[src/rtl/if_fetch_unit_pkg.sv]
// Shared widths, reset vector, NOP encoding and queue-count type for the fetch stage.
package if_fetch_unit_pkg;
  localparam int ADDR_BUS_W = 32;
  localparam int INST_BUS_W = 32;
  localparam logic [ADDR_BUS_W-1:0] RESET_PC_DEF = 32'hBFC00000;
  localparam logic [INST_BUS_W-1:0] NOP_INST = '0;

  typedef logic [1:0] qcount_t;
endpackage

[src/rtl/if_fetch_unit_if.sv]
// Instruction-memory request/response bus between the fetch stage (master) and imem (slave).
interface if_fetch_unit_if
  import if_fetch_unit_pkg::*;
#(
  parameter int ADDR_W = ADDR_BUS_W,
  parameter int INST_W = INST_BUS_W
);
  logic              req;
  logic [ADDR_W-1:0] addr;
  logic              ready;
  logic              rvalid;
  logic [INST_W-1:0] rdata;

  modport master (output req, addr, input ready, rvalid, rdata);
  modport slave  (input req, addr, output ready, rvalid, rdata);
endinterface

[src/rtl/if_fetch_unit_fetch_buf.sv]
// 2-entry FIFO of fetched {addr,inst} words with synchronous clear; slot0 is always the head.
// Latency: a pushed word is visible at the head the cycle after its write edge.
// Backpressure: none inside; the caller never pushes when full nor pops when empty.
module if_fetch_unit_fetch_buf
  import if_fetch_unit_pkg::*;
#(
  parameter int DATA_W = 64
) (
  input  logic              clk,
  input  logic              rst,
  input  logic              push,
  input  logic              pop,
  input  logic              clear,
  input  logic [DATA_W-1:0] din,
  output logic [DATA_W-1:0] head,
  output qcount_t           count
);
  logic [DATA_W-1:0] slot0;
  logic [DATA_W-1:0] slot1;

  always_ff @(posedge clk or posedge rst) begin
    if (rst) begin
      slot0 <= '0;
      slot1 <= '0;
      count <= '0;
    end else if (clear) begin
      count <= '0;
    end else begin
      case ({push, pop})
        2'b10: begin
          if (count == 2'd0) slot0 <= din;
          else               slot1 <= din;
          count <= count + 2'd1;
        end
        2'b01: begin
          slot0 <= slot1;
          count <= count - 2'd1;
        end
        2'b11: begin
          // Count is unchanged; the new word lands behind whatever survives the pop.
          if (count == 2'd2) begin
            slot0 <= slot1;
            slot1 <= din;
          end else begin
            slot0 <= din;
          end
        end
        default: ;
      endcase
    end
  end

  assign head = slot0;
endmodule

[src/rtl/if_fetch_unit.sv]
// Instruction fetch: owns the PC, keeps one imem request in flight, queues words for IF/ID.
// Latency: accept at n, rvalid at n+1, head visible at n+2; sustains 1 instruction/cycle.
// Backpressure: stall_if holds the head; requests stop once queue plus in-flight slot is full.
module if_fetch_unit
  import if_fetch_unit_pkg::*;
#(
  parameter int                ADDR_W   = ADDR_BUS_W,
  parameter int                INST_W   = INST_BUS_W,
  parameter logic [ADDR_W-1:0] RESET_PC = ADDR_W'(RESET_PC_DEF)
) (
  input  logic                   clk,
  input  logic                   rst,
  input  logic                   stall_if,
  input  logic                   branch_flag_i,
  input  logic [ADDR_W-1:0]      branch_target_i,
  input  logic                   flush_i,
  input  logic [ADDR_W-1:0]      flush_pc_i,
  if_fetch_unit_if.master        imem,
  output logic [ADDR_W-1:0]      addr_o,
  output logic [INST_W-1:0]      inst_o,
  output logic                   stall_req_o
);
  typedef struct packed {
    logic [ADDR_W-1:0] addr;
    logic [INST_W-1:0] inst;
  } entry_t;

  logic [ADDR_W-1:0] pc;
  logic [ADDR_W-1:0] req_addr;
  logic              pending;
  logic              kill;
  qcount_t           count;
  entry_t            head;
  entry_t            wr_entry;
  logic              pop;
  logic              redir;
  logic              push;
  logic              accept;
  logic              fetch_ok;
  logic [2:0]        occupancy;

  assign pop   = (count != 2'd0) && !stall_if && !flush_i;
  assign redir = branch_flag_i && pop;

  // The in-flight slot is reserved so its response always has room to land.
  assign occupancy = {1'b0, count} + {2'b00, pending} - {2'b00, pop};
  assign fetch_ok  = !flush_i && !redir && (!pending || imem.rvalid) && (occupancy < 3'd2);

  assign imem.req  = fetch_ok && !rst;
  assign imem.addr = {pc[ADDR_W-1:2], 2'b00};
  assign accept    = imem.req && imem.ready;

  assign push     = imem.rvalid && !kill && !redir && !flush_i;
  assign wr_entry = {req_addr, imem.rdata};

  always_ff @(posedge clk or posedge rst) begin
    if (rst) begin
      pc       <= RESET_PC;
      req_addr <= '0;
      pending  <= 1'b0;
      kill     <= 1'b0;
    end else begin
      if (flush_i)     pc <= flush_pc_i;
      else if (redir)  pc <= branch_target_i;
      else if (accept) pc <= pc + ADDR_W'(4);

      if (accept) begin
        pending  <= 1'b1;
        req_addr <= imem.addr;
      end else if (imem.rvalid) begin
        pending  <= 1'b0;
      end

      // A redirect with a word still in flight must discard that word when it arrives.
      if (imem.rvalid)                         kill <= 1'b0;
      else if ((redir || flush_i) && pending)  kill <= 1'b1;
    end
  end

  if_fetch_unit_fetch_buf #(
    .DATA_W(ADDR_W + INST_W)
  ) u_buf (
    .clk   (clk),
    .rst   (rst),
    .push  (push),
    .pop   (pop),
    .clear (flush_i || redir),
    .din   (wr_entry),
    .head  (head),
    .count (count)
  );

  assign stall_req_o = (count == 2'd0);
  assign addr_o      = stall_req_o ? '0 : head.addr;
  assign inst_o      = stall_req_o ? INST_W'(NOP_INST) : head.inst;
endmodule
[src/flat_wrapper.sv]
// flat-port wrapper written by rule: the top's interface ports become plain ports
module if_fetch_unit_flat import if_fetch_unit_pkg::*;
#(
  parameter int                ADDR_W   = ADDR_BUS_W,
  parameter int                INST_W   = INST_BUS_W,
  parameter logic [ADDR_W-1:0] RESET_PC = ADDR_W'(RESET_PC_DEF)
)
  (clk, rst, stall_if, branch_flag_i, branch_target_i, flush_i, flush_pc_i, addr_o, inst_o, stall_req_o, imem_req, imem_addr, imem_ready, imem_rvalid, imem_rdata);
  if_fetch_unit_if #(.ADDR_W(ADDR_W), .INST_W(INST_W)) imem_i ();
  input  logic clk;
  input  logic rst;
  input  logic stall_if;
  input  logic branch_flag_i;
  input  logic [ADDR_W-1:0] branch_target_i;
  input  logic flush_i;
  input  logic [ADDR_W-1:0] flush_pc_i;
  output logic [ADDR_W-1:0] addr_o;
  output logic [INST_W-1:0] inst_o;
  output logic stall_req_o;
  output wire logic [$bits(imem_i.req)-1:0] imem_req;
  output wire logic [$bits(imem_i.addr)-1:0] imem_addr;
  input wire logic [$bits(imem_i.ready)-1:0] imem_ready;
  input wire logic [$bits(imem_i.rvalid)-1:0] imem_rvalid;
  input wire logic [$bits(imem_i.rdata)-1:0] imem_rdata;
  assign imem_req = imem_i.req;
  assign imem_addr = imem_i.addr;
  assign imem_i.ready = imem_ready;
  assign imem_i.rvalid = imem_rvalid;
  assign imem_i.rdata = imem_rdata;
  if_fetch_unit #(.ADDR_W(ADDR_W), .INST_W(INST_W), .RESET_PC(RESET_PC)) u_core (.clk(clk), .rst(rst), .stall_if(stall_if), .branch_flag_i(branch_flag_i), .branch_target_i(branch_target_i), .flush_i(flush_i), .flush_pc_i(flush_pc_i), .imem(imem_i), .addr_o(addr_o), .inst_o(inst_o), .stall_req_o(stall_req_o));
endmodule
[config.mk]
export PLATFORM = sky130hd
export DESIGN_NAME = if_fetch_unit_flat
export DESIGN_NICKNAME = d
export VERILOG_FILES = /design/src/rtl/if_fetch_unit_pkg.sv /design/src/rtl/if_fetch_unit_if.sv /design/src/rtl/if_fetch_unit_fetch_buf.sv /design/src/rtl/if_fetch_unit.sv /design/src/flat_wrapper.sv
export SDC_FILE = /design/constraint.sdc
export NUM_CORES = 1
export LEC_CHECK = 0
export ABC_AREA = 1
export CAP_MARGIN = 10
export CORE_MARGIN = 1.5
export CORE_UTILIZATION = 53
export CTS_CLUSTER_DIAMETER = 150
export DETAILED_ROUTE_END_ITERATION = 7
export GPL_TIMING_DRIVEN = 0
export PLACE_DENSITY = 0.82
export SLEW_MARGIN = 20
export SYNTH_ARGS = -nofsm -noshare
export SYNTH_HDL_FRONTEND = slang
export SYNTH_SLANG_ARGS = --single-unit
[constraint.sdc]
create_clock -name clk -period 6.3 [get_ports clk]
set_input_delay 0.63 -clock clk [delete_from_list [all_inputs] [get_ports clk]]
set_output_delay 0.63 -clock clk [all_outputs]
set_load 0.02 [all_outputs]
==> flow_summary.ini <==
[outcome]
status = finished, final reports clean

[global_routing]
grt_pass1_wl_um = 46000
grt_start_max_net_pins = 105
antenna_found_initial = 0
track_usage = 0.290
grt_pass1_vias = 9282
grt-ovfl-total = 0

[logic_synthesis]
yosys.cell_types.count = 31
netlist_instances = 1504
avgSynthCellArea_um2 = 6.82
syn-cell-area_um2 = 10300
yosysWarnings = 0
ys_seq_elements = 188
ys_seq_area_frac = 0.460

[floorplanning]
design.die.area_um2 = 20200
num_rows = 50
dieHeight_um = 142
core_area_um2 = 18800
initial_core_util = 0.545
die_w_um = 142
io-pin-count = 201

[setup_path]
slowest_delay_ns = 0.62
crit_path_top_delay_cell = clkdlybuf4s50_1
reg2reg_from = u_core.u_buf.count[1]$_DFFE_PP0P_
cp-start-kind = primary input
crit_path_cell_trace = clkdlybuf4s50_1 > inv_2 > nand2_1 > nor2_1 > clkbuf_1 > clkbuf_1 > ha_1 > or2_2 > fa_1 > nand2_1 > nor2_1 > nand3_1 > nor2_2 > clkdlybuf4s50_1
critical_path.top_delay_family = buffers and inverters
critPathKind = primary input to primary output
cp-end-kind = primary output
crit_buf_inv = 5
crit_fanout = 10
cp_data_arrival_time_ns = 4.62
crit_start = flush_i
required_ns = 5.67

[placed_design]
dp.cells = 1960
io_buffers = 192
place.gp.congestion = 0.893
dp_hpwl_um = 20800

[clocking]
clk_pin_slew_ns = 0.06
cts_tree = built
clock_sinks = 188
cts_htree_levels = 4
cts_buffers = 17
cts-root-buf = clkbuf_16
holdBufCountCts = 0
cts.repair.resized = 0
clock_path_buffers = 2
insertion_delay_ns = 0.43
post-cts-setup-buffers = 0

[detailed_routing]
vias = 9906
vias_per_cell = 4.97
wl_per_cell_um = 14.2
wl_um = 28200
drc = 0
ant_nets = 0
drt_pass1_iterations = 5
drtIter0Drc = 579

[pwr]
cellPowerDensity_nw_per_um2 = 384
irDropWorstVdd_uv = 227
p_leak_uw = 0.00667

[finish]
drive_gt1_frac = 0.0531
n_antenna_cell = 0
final_common_cell = nand2_1
nets = 1825
areaGrowthSynthToFinish_pct = 28.3
final_cells = 1992
nFillCells = 1564
most-common-layout-cells = nand2_1, inv_1, clkdlybuf4s50_1, dfrtp_1

[sta]
finalHoldViolCount = 0
slew_headroom = 0.524
timing.hold.ws_ns = 0.480
rsz0062_at_grt = no
setup_viol = 0
skew_ns = 0.00851
fmax_mhz = 190
period_share = 0.834
maxSlewViolCount = 0
fin_crit_ns = 5.25
finalSetupTns_ns = 0
worst_pin_slew_ns = 0.713

[job]
maxCapViolations = 0

[min_path]
hold_path_startpoint = u_core.u_buf.head[16]$_DFFE_PP0P_
hp-class = flip-flop to flip-flop
-- cells in the mapped netlist, drive strengths merged --
cell    number  area share
inv        243       0.089
xor2         3      0.0026
xnor2        1     0.00085
clkbuf      34       0.012
a31o         1     0.00085
ha           2      0.0024
a31oi        1     0.00061
o21a         1     0.00073
conb         1     0.00037
nor2       169       0.063
o211ai       2      0.0015
fa           1      0.0020
dfstp        9       0.023
o21ai      121       0.059
dfrtp      179        0.44
or2          3      0.0018
nand4        3      0.0018
a21oi       19       0.010
nand3      167       0.082
clkinv       1     0.00037
nand2      498        0.18
buf         45       0.026
-- metrics by stage --
step	worst slack (ns)	cell area, um2	total power (uW)	utilization
finish	1.05	13200	5060	0.699
global route	0.847	13200	5410	0.699
CTS	1.07	13200	5050	0.699
detailed placement	1.08	12500	3930	0.666
global placement	-1.99	12500	3860	0.665
floorplan	0.451	10300	3200	-
-- tightest hold or removal path: stages (launching register included) --
cell and delay, ns:
dfrtp_1 0.34, nand2_1 0.06, nand2_1 0.05
-- cells by family after synthesis --
kind of cell / count (synthesis) / synth area share
AND/OR/NAND/NOR: 840 / 0.331
buffers and inverters: 323 / 0.128
flip-flops: 188 / 0.460
AO/OA/AOI/OAI: 145 / 0.0731
XOR/XNOR: 4 / 0.00342
adder cells (fa/ha/maj): 3 / 0.00439
other: 1 / 0.000366
-- final cells by class --
type / count / area (um2) / share of cell area
buffer: 79 / 394 / 0.0300
clock buffer: 20 / 447 / 0.0339
clock inverter: 12 / 161 / 0.0123
inverter: 244 / 923 / 0.0702
multi-input combinational: 996 / 4240 / 0.322
sequential: 188 / 4720 / 0.358
tap: 260 / 325 / 0.0247
timing repair buffer: 193 / 1950 / 0.148
-- power by group --
part	internal (uW)	leakage, uW	switching [uW]
clock network	638	0.000276	471
registers	1740	0.00233	325
logic	759	0.00407	1130
-- path summary, 6_finish.rpt --
check,to,slack (ns),cells past startpoint
setup / recovery,imem_req,1.05,14
hold / removal,u_core.u_buf.head[16]$_DFFE_PP0P_,0.48,2
setup reg to reg,u_core.pc[11]$_DFFE_PP0P_,2.20,16
hold reg to reg,u_core.u_buf.head[16]$_DFFE_PP0P_,0.48,2
max in group asynchronous,u_core.pc[17]$_DFFE_PP0P_,4.69,3
min in group asynchronous,u_core.u_buf.head[10]$_DFFE_PP0P_,0.74,2
-- flip-flops by register name, indices dropped and copies added, names as in the netlist --
signal              cells
u_core.u_buf.head      62
u_core.u_buf.slot1     62
u_core.pc              30
u_core.req_addr        30
u_core.u_buf.count      2
u_core.kill             1
u_core.pending          1
-- metal layers --
layer | track usage | vias up | wire length (um)
met4 | 0.0960 | 0 | 572
met1 | 0.383 | 4471 | 12500
li1 | - | 4990 | -
met3 | 0.0542 | 40 | 1990
met2 | 0.483 | 405 | 13100
met5 | 0 | - | 0
(Power assumes the default switching activity.)
